## config.mk

```make
export PLATFORM = sky130hd
export DESIGN_NAME = seg7_scan_mux
export DESIGN_NICKNAME = d
export VERILOG_FILES = /design/src/rtl/seg7_pkg.sv /design/src/rtl/mod_counter.sv /design/src/rtl/seg7_scan_mux.sv
export SDC_FILE = /design/constraint.sdc
export NUM_CORES = 1
export LEC_CHECK = 0
export BUFFER_PORTS_ARGS = -buffer_cell sky130_fd_sc_hd__buf_2
export CORE_MARGIN = 2
export CORE_UTILIZATION = 48
export DETAILED_ROUTE_END_ITERATION = 8
export PLACE_DENSITY = 0.73
export SYNTH_ARGS = -nofsm -noshare
export SYNTH_HDL_FRONTEND = slang
export SYNTH_SLANG_ARGS = --single-unit
```

## constraint.sdc

```tcl
create_clock -name clk -period 1.8 [get_ports clk]
set_input_delay 0.27 -clock clk [delete_from_list [all_inputs] [get_ports clk]]
set_output_delay 0.27 -clock clk [all_outputs]
set_load 0.02 [all_outputs]
```

## src/rtl/seg7_pkg.sv

```systemverilog
// Shared constants for the 4-digit common-anode 7-segment scan multiplexer.
// Anode and decimal-point lines are active-low, so "off" is all ones.
// NUM_DIGITS sets the digit index width; BCD_MAX is the largest displayable value.
package seg7_pkg;

  localparam int         NUM_DIGITS = 4;
  localparam int         IDX_W      = $clog2(NUM_DIGITS);
  localparam logic [3:0] AN_OFF     = 4'b1111;
  localparam logic       DP_OFF     = 1'b1;
  localparam logic [3:0] BCD_MAX    = 4'd9;

  // Active-low anode pattern that lights only digit idx.
  function automatic logic [NUM_DIGITS-1:0] anode_sel(input logic [IDX_W-1:0] idx);
    return ~(NUM_DIGITS'(1) << idx);
  endfunction

endpackage

```

## src/rtl/mod_counter.sv

```systemverilog
// Modulus counter: counts 0..MOD-1 while i_en is high, then wraps to 0.
// o_tc is a combinational one-cycle pulse on the enabled terminal count.
// Synchronous active-high reset returns the count to 0.
module mod_counter #(
  parameter int MOD = 8,
  parameter int W   = (MOD > 1) ? $clog2(MOD) : 1
) (
  input  logic         clk,
  input  logic         rst,
  input  logic         i_en,
  output logic [W-1:0] o_count,
  output logic         o_tc
);

  logic [W-1:0] r_count;
  logic         w_at_max;

  assign w_at_max = (r_count == W'(MOD - 1));
  assign o_tc     = i_en && w_at_max;
  assign o_count  = r_count;

  // Advance when enabled, wrapping to zero at the terminal count.
  always_ff @(posedge clk) begin
    if (rst) begin
      r_count <= '0;
    end else if (i_en) begin
      r_count <= w_at_max ? '0 : r_count + W'(1);
    end
  end

endmodule

```

## src/rtl/seg7_scan_mux.sv

```systemverilog
// Scans four BCD digits onto a shared common-anode display, one digit per slot.
// Outputs are registered: 1 cycle from any state/input to an, dp, bcd_out.
// Each slot opens with a blanking window; blink, enable and non-BCD also blank.
module seg7_scan_mux
  import seg7_pkg::*;
#(
  parameter int SCAN_DIV  = 50000,
  parameter int BLANK_CYC = 500,
  parameter int BLINK_DIV = 250
) (
  input  logic                  clk,
  input  logic                  rst,
  input  logic [4*NUM_DIGITS-1:0] digits,
  input  logic [NUM_DIGITS-1:0] blink_mask,
  input  logic [NUM_DIGITS-1:0] dp_mask,
  input  logic                  enable,
  output logic [3:0]            bcd_out,
  output logic [NUM_DIGITS-1:0] an,
  output logic                  dp,
  output logic [IDX_W-1:0]      digit_idx
);

  localparam int PRE_W = (SCAN_DIV > 1) ? $clog2(SCAN_DIV) : 1;
  localparam int BLK_W = (BLINK_DIV > 1) ? $clog2(BLINK_DIV) : 1;
  localparam logic [PRE_W-1:0] BLANK_END = PRE_W'(BLANK_CYC);

  logic [PRE_W-1:0] w_pre_cnt;
  logic             w_slot_tick;
  logic [BLK_W-1:0] w_unused_blink_cnt;
  logic             w_blink_wrap;
  logic [IDX_W-1:0] r_digit_idx;
  logic             r_blink_phase;
  logic [3:0]       w_sel;
  logic             w_non_bcd;
  logic             w_blank;
  logic [NUM_DIGITS-1:0] r_an;
  logic             r_dp;
  logic [3:0]       r_bcd;

  // Slot prescaler: free-running, terminal count marks the end of a slot.
  mod_counter #(.MOD(SCAN_DIV), .W(PRE_W)) u_prescaler (
    .clk     (clk),
    .rst     (rst),
    .i_en    (1'b1),
    .o_count (w_pre_cnt),
    .o_tc    (w_slot_tick)
  );

  // Blink counter: counts completed slots, wraps once per blink half-period.
  mod_counter #(.MOD(BLINK_DIV), .W(BLK_W)) u_blink_cnt (
    .clk     (clk),
    .rst     (rst),
    .i_en    (w_slot_tick),
    .o_count (w_unused_blink_cnt),
    .o_tc    (w_blink_wrap)
  );

  assign w_sel     = digits[{r_digit_idx, 2'b00} +: 4];
  assign w_non_bcd = (w_sel > BCD_MAX);
  assign w_blank   = (w_pre_cnt < BLANK_END) || !enable ||
                     (blink_mask[r_digit_idx] && r_blink_phase) || w_non_bcd;

  // Step to the next digit on each slot tick; toggle the shared blink phase on wrap.
  always_ff @(posedge clk) begin
    if (rst) begin
      r_digit_idx   <= '0;
      r_blink_phase <= 1'b0;
    end else begin
      if (w_slot_tick) begin
        r_digit_idx <= r_digit_idx + IDX_W'(1);
      end
      if (w_blink_wrap) begin
        r_blink_phase <= ~r_blink_phase;
      end
    end
  end

  // Register display outputs; bcd_out settles during blanking so the decoder is ready.
  always_ff @(posedge clk) begin
    if (rst) begin
      r_an  <= AN_OFF;
      r_dp  <= DP_OFF;
      r_bcd <= 4'h0;
    end else begin
      r_an  <= w_blank ? AN_OFF : anode_sel(r_digit_idx);
      r_dp  <= w_blank ? DP_OFF : ~dp_mask[r_digit_idx];
      r_bcd <= w_non_bcd ? 4'h0 : w_sel;
    end
  end

  assign an        = r_an;
  assign dp        = r_dp;
  assign bcd_out   = r_bcd;
  assign digit_idx = r_digit_idx;

endmodule

```

==> results of run 1 <==
worst paths after layout:
check             cells after the start  slack [ps]                                   to
hold / removal                        3         280                        dp$_SDFF_PP1_
setup reg to reg                      5        -250           r_blink_phase$_SDFFE_PP0P_
hold reg to reg                       2         490  u_blink_cnt.o_count[6]$_SDFFE_PP0N_
setup / recovery                      5        -250           r_blink_phase$_SDFFE_PP0P_
sequential cells by signal, summed over array words and instances, names as in the netlist:
register	count
u_prescaler.o_count	16
r_blink_phase	1
u_blink_cnt.o_count	8
dp	1
an	4
digit_idx	2
bcd_out	4
per-stage QoR:
step / TNS (ps) / cells / worst slack, ps / hold WS [ps] / power [mW]
after detailed placement: -3300 / 288 / -200 / 475 / 0.923
after floorplan: -1790 / 183 / -233 / 421 / 0.874
final: -3680 / 300 / -248 / 280 / 1.31
after CTS: -3230 / 296 / -220 / 254 / 1.32
after global placement: -2830 / 288 / -177 / 466 / 0.920
after global routing: -5160 / 300 / -296 / 263 / 1.38
layer usage:
| metal | vias up | part of all wire (%) | routed length, microns |
|---|---|---|---|
| li1 | 797 | - | - |
| met1 | 707 | 45 | 1700 |
| met2 | 48 | 46 | 1770 |
| met3 | 6 | 7.2 | 274 |
| met4 | 0 | 1.7 | 66 |
| met5 | - | 0 | 0 |
power by group:
part	internal [mW]	switching, mW
Combinational	0.0577	0.0441
Sequential	0.806	0.00377
Clock	0.144	0.251
what timing repair did:
action,in CTS,in global routing
setup endpoints to repair,25,28
resized for setup,3,11
buffers inserted,1,3
gates cloned,0,1
pin swaps,2,2
cell families (layout without fill, tap and decap cells):
kind of cell	Yosys count	count (layout)	synth area share, %
buf+inv	13	84	2.88
flops	36	36	41.5
fa+ha+maj	7	7	5.05
xor+xnor	15	15	7.57
simple gates	82	82	27.0
mux	6	6	7.79
compound gates	24	24	8.22
final cells by class:
| cell class | instances | area [sq um] | share of cell area, % |
|---|---|---|---|
| Multi-Input combinational cell | 134 | 998 | 42.9 |
| Sequential cell | 36 | 724 | 31.1 |
| Timing Repair Buffer | 70 | 474 | 20.4 |
| Tap cell | 46 | 57.6 | 2.47 |
| Clock buffer | 6 | 41.3 | 1.77 |
| Inverter | 7 | 26.3 | 1.13 |
| Clock inverter | 1 | 5.00 | 0.215 |
worst max-delay path, stage by stage (launching register included):
cell,delay [ps]
dfxtp_2,330
or4bb_1,510
or4_4,520
buf_4,170
or3_4,330
a21oi_2,140
synthesized netlist by cell type (4+ instances only):
master     n  share of area (%)
nand3_1    6                1.7
nand2_1   11                2.4
nand4b_1   6                3.0
nor3_1     4                1.2
clkbuf_1   5                1.1
or4_1      5                2.2
nand4_1    4                1.4
nor4_1     4                1.4
a21oi_1   10                2.9
inv_1      7                1.5
and2_1     5                1.8
o21ai_0    6                1.7
ha_1       7                5.0
nor2_1    23                5.0
mux4_2     6                7.8
xnor2_1   13                6.6
dfxtp_1   36                 42
==> qor.csv, run 1 <==
stage,metric,value,unit
logic_synthesis,#FFs+latches synth,36,
sta,final setup violation count,30,
placed_design,DP Area,2180,sq um
global_routing,gr busiest metal,met2,
detailed_routing,drt pass-1 iters,4,
clocking,Clock Path Buffers,2,
status,outcome,"finished, violations left",
global_routing,initial antenna violation count,0,
logic_synthesis,Synthesized Nets,217,
placed_design,IO buf count,37,
logic_synthesis,Ys Warns,0,
power,Static Leak,0.891,nW
sta,final worst path period share,114,%
setup_path,Crit Path Max Fanout,4,
logic_synthesis,sequential share of the synthesized area,41.5,%
setup_path,Crit Path Category,reg2reg,
placed_design,DP HPWL,2730,microns
sta,Slew headroom,73.5,%
detailed_routing,antenna-violating nets left,0,
layout,layout cells sized above 1,39.0,%
floorplanning,Top Ports,38,
global_routing,met2 GRT Util,31.9,%
clocking,Worst-path clk slew,100,ps
global_routing,pin count of the biggest net entering global routing,17,
layout,antenna cell count,0,
logic_synthesis,ys flop type,dfxtp_1,
logic_synthesis,synth unique cells,36,
setup_path,reg-to-reg startpoint,u_prescaler.o_count[5]$_SDFF_PP0_,
setup_path,Crit path arrival time,2330,ps
floorplanning,Initial Utilization,50.8,%
global_routing,first-pass GRT wire length,6180,microns
clocking,CTS tree,done,
clocking,CTS sink cnt,36,
logic_synthesis,synthesized area per cell,9.48,sq um
flow_run,Max Cap Viol,0,
global_routing,GRT Resource Usage Total,19.4,%
logic_synthesis,Cells after Synth,183,
clocking,H-tree depth,2,
sta,Final Hold Fails,0,
floorplanning,Die Span X,64.1,microns
logic_synthesis,number of synthesized flops with an enable pin,0,
logic_synthesis,mapped cell area,1740,sq um
detailed_routing,DR vias,1558,
detailed_routing,routed vias/inst,5.19,
clocking,# hold bufs at CTS,0,
worst_hold_path,Hold Path Class,in2reg,
global_routing,global route overflow,0,
placed_design,Final Wtd Congestion,0.860,
layout,nets,288,
worst_hold_path,hold path start,enable,
setup_path,origin of the worst setup path,u_prescaler.o_count[5]$_SDFF_PP0_,
setup_path,"Req. time, crit path",2080,ps
power,Pwr Density,561,nW/um^2
global_routing,met3 Track Usage GR,7.04,%
clocking,clock latency on the worst-skew pair,340,ps
power,worst vdd ir,0.000272,V
layout,post-route cell area,2330,sq um
floorplanning,die area,4110,sq um
global_routing,met1 Use GR,22.7,%
sta,unrepaired setup endpoints after global routing,yes,
sta,worst setup margin,-248,ps
detailed_routing,initial DRC count,63,
sta,max frequency,488,MHz
detailed_routing,final WL,3810,microns
global_routing,vias in the first global route,1451,
detailed_routing,drt wl/cell,12.7,microns
layout,fill count,274,
detailed_routing,DRC viols,0,
floorplanning,Core ar.,3420,sq um
sta,clk_skew,7.48,ps
status,failing checks,setup timing,
layout,Syn-to-layout area delta,34.1,%
setup_path,Critical Path End Type,flop,
sta,Final Max Slew Viols,0,
clocking,CTS root buffer,clkbuf_4,
sta,Final min period,2050,ps
sta,Worst-Margin Slew,394,ps
clocking,Num CTS Buffers,5,
layout,"commonest non-fill, non-tap cell in the layout",buf_2,
layout,"Core Util, Final",68.1,%
floorplanning,# rows,21,
setup_path,crit path launch type,flop,
floorplanning,Die Y,64.1,microns
layout,most frequent cells in the layout,"37 x buf_2, 33 x dfxtp_1, 28 x buf_4",
logic_synthesis,"FFs w/ async S/R, synth",0,%
Note: power is estimated with default switching activity, not from simulation.
==> run 2: changes to the inputs <==
CELL_PAD_IN_SITES_DETAIL_PLACEMENT = 2   (was unset)
CELL_PAD_IN_SITES_GLOBAL_PLACEMENT = 2   (was unset)
CORE_UTILIZATION = 29   (was 48)
PLACE_DENSITY = 0.72   (was 0.73)
==> qor.csv, run 2 (synthesis results as in run 1) <==
stage,metric,value,unit
clocking,H-tree depth,2,
detailed_routing,DR vias,1654,
placed_design,DP HPWL,3770,microns
placed_design,pre-CTS setup slack,-271,ps
clocking,Clock Path Buffers,2,
global_routing,pin count of the biggest net entering global routing,17,
detailed_routing,final WL,5240,microns
sta,Worst-Margin Slew,438,ps
sta,worst setup margin,-291,ps
placed_design,placed cells,315,
worst_hold_path,Hold EP,digit_idx[0]$_SDFFE_PP0N_,
detailed_routing,drt wl/cell,15.9,microns
placed_design,IO buf count,37,
worst_hold_path,Cells on Worst Hold Path,2,
global_routing,global route overflow,0,
floorplanning,die area,6620,sq um
setup_path,"Slowest-stage cell, CP",or4bb_4,
clocking,CTS tree,done,
power,Static Leak,0.917,nW
clocking,# hold bufs at CTS,0,
layout,post-route insts no fill,329,
setup_path,crit path cell chain,"or4bb_4, or4_4, or4_4, a21oi_2",
floorplanning,Initial Utilization,29.7,%
setup_path,Crit Path Category,reg2reg,
setup_path,"Largest stage delay, worst path",540,ps
floorplanning,# rows,28,
setup_path,R2R depth,4,
clocking,Num CTS Buffers,5,
power,worst vdd ir,0.000304,V
placed_design,DP Area,2200,sq um
layout,fill count,651,
power,Pwr Density,664,nW/um^2
flow_run,Max Cap Viol,0,
sta,Final Hold Fails,0,
global_routing,vias in the first global route,1787,
sta,final worst path period share,116,%
global_routing,first-pass GRT wire length,8470,microns
setup_path,Crit Path Max Fanout,5,
layout,most frequent cells in the layout,"37 x buf_2, 30 x dfxtp_1, 25 x buf_4",
detailed_routing,drt pass-1 iters,4,
floorplanning,Top Ports,38,
sta,clk_skew,6.20,ps
layout,"commonest non-fill, non-tap cell in the layout",buf_2,
layout,Seq. cell area,728,sq um
setup_path,reg-to-reg startpoint,u_prescaler.o_count[4]$_SDFF_PP0_,
layout,antenna cell count,0,
layout,post-route cell area,2460,sq um
worst_hold_path,hold path start,rst,
floorplanning,Core ar.,5850,sq um
sta,unrepaired setup endpoints after global routing,yes,
placed_design,Final Wtd Congestion,0.774,
setup_path,Crit path top cell by count,or4_4,
clocking,CTS root buffer,clkbuf_8,
sta,Slew headroom,70.5,%
setup_path,"Req. time, crit path",2030,ps
detailed_routing,routed vias/inst,5.03,
detailed_routing,DRC viols,0,
sta,Final min period,2090,ps
worst_hold_path,Hold Path Class,in2reg,
status,failing checks,setup timing,
sta,Total Neg Setup Slack,-5770,ps
detailed_routing,initial DRC count,52,
layout,max reg flops,16,
setup_path,r2r endpoint,u_blink_cnt.o_count[5]$_SDFFE_PP0N_,
floorplanning,Die Y,81.4,microns
setup_path,Critical Path End Type,flop,
sta,Final Max Slew Viols,0,
layout,Multi-input gate area,1040,sq um
setup_path,worst reg2reg setup slack,-290,ps
floorplanning,Die Span X,81.4,microns
global_routing,GRT Resource Usage Total,17.0,%
layout,Syn-to-layout area delta,41.9,%
layout,nets,287,
clocking,clock latency on the worst-skew pair,290,ps
setup_path,crit path launch type,flop,
clocking,CTS sink cnt,36,
status,outcome,"finished, violations left",
clocking,Worst-path clk slew,80,ps
setup_path,Crit path arrival time,2320,ps
sta,final setup violation count,32,
layout,layout cells sized above 1,42.5,%
global_routing,initial antenna violation count,0,
sta,max frequency,478,MHz
detailed_routing,antenna-violating nets left,0,
==> run 2: changes by cell type in the layout (fill, tap and decap cells not counted), moves of 3 or more <==
cell,delta
dfxtp_1,-3
dfxtp_2,+3
buf_4,-3
clkbuf_8,+5
buf_6,+3
clkbuf_4,-5
==> run 2: cell type report <==
class / count / share of cell area [%]
multi-input cells: 134 / 42.3
flip-flops and latches: 36 / 29.6
repair buffers: 69 / 18.7
well taps: 75 / 3.81
clock buffers: 5 / 2.79
clock inverters: 3 / 1.73
inverters: 7 / 1.07
==> run 2: timing repair <==
action / 4_1_cts / 5_1_grt
gates resized for setup: 12 / 17
pin swaps: 8 / 9
hold endpoints to repair: 0 / 0
setup buffers: 4 / 2
setup endpoints to repair: 27 / 34
gates cloned: 0 / 0
==> run 2: metal layers <==
| metal | track usage (%) | vias to the layer above | share of wire [%] |
|---|---|---|---|
| met2 | 31.9 | 41 | 51 |
| li1 | - | 799 | - |
| met1 | 18.2 | 809 | 41 |
| met5 | 0 | - | 0 |
| met4 | 5.59 | 0 | 1.1 |
| met3 | 4.44 | 5 | 6.5 |
==> run 2: stage by stage <==
step | power, mW | hold WS, ps | util [%]
after floorplan | 0.874 | 421 | -
after global routing | 1.70 | 331 | 42.1
after detailed placement | 0.925 | 482 | 37.7
final | 1.63 | 324 | 42.1
after global placement | 0.921 | 472 | 37.7
after CTS | 1.66 | 323 | 40.8
==> run 2: critical path, delay by kind of cell, from the launching register on <==
kind | cells | cell delay, ps
AND/OR/NAND/NOR | 3 | 1580
AO/OA/AOI/OAI | 1 | 120
flip-flops | 1 | 330
==> run 2: power breakdown <==
group | total (mW) | internal (mW) | switching, mW | leakage, nW
clock network | 0.729 | 0.410 | 0.319 | 0.0541
registers | 0.809 | 0.805 | 0.00350 | 0.295
logic | 0.0968 | 0.0518 | 0.0449 | 0.568
total | 1.63 | 1.27 | 0.368 | 0.917
==> run 2: worst max path at each step <==
| stage | start | endpoint | cells past startpoint |
|---|---|---|---|
| after floorplan | u_prescaler.o_count[8]$_SDFF_PP0_ | u_blink_cnt.o_count[7]$_SDFFE_PP0N_ | 4 |
| after global placement | u_prescaler.o_count[5]$_SDFF_PP0_ | u_blink_cnt.o_count[7]$_SDFFE_PP0N_ | 4 |
| after global routing | u_prescaler.o_count[4]$_SDFF_PP0_ | u_blink_cnt.o_count[5]$_SDFFE_PP0N_ | 4 |
| final | u_prescaler.o_count[4]$_SDFF_PP0_ | u_blink_cnt.o_count[5]$_SDFFE_PP0N_ | 4 |
| after detailed placement | u_prescaler.o_count[5]$_SDFF_PP0_ | u_blink_cnt.o_count[7]$_SDFFE_PP0N_ | 4 |
| after CTS | u_prescaler.o_count[13]$_SDFF_PP0_ | u_blink_cnt.o_count[5]$_SDFFE_PP0N_ | 4 |
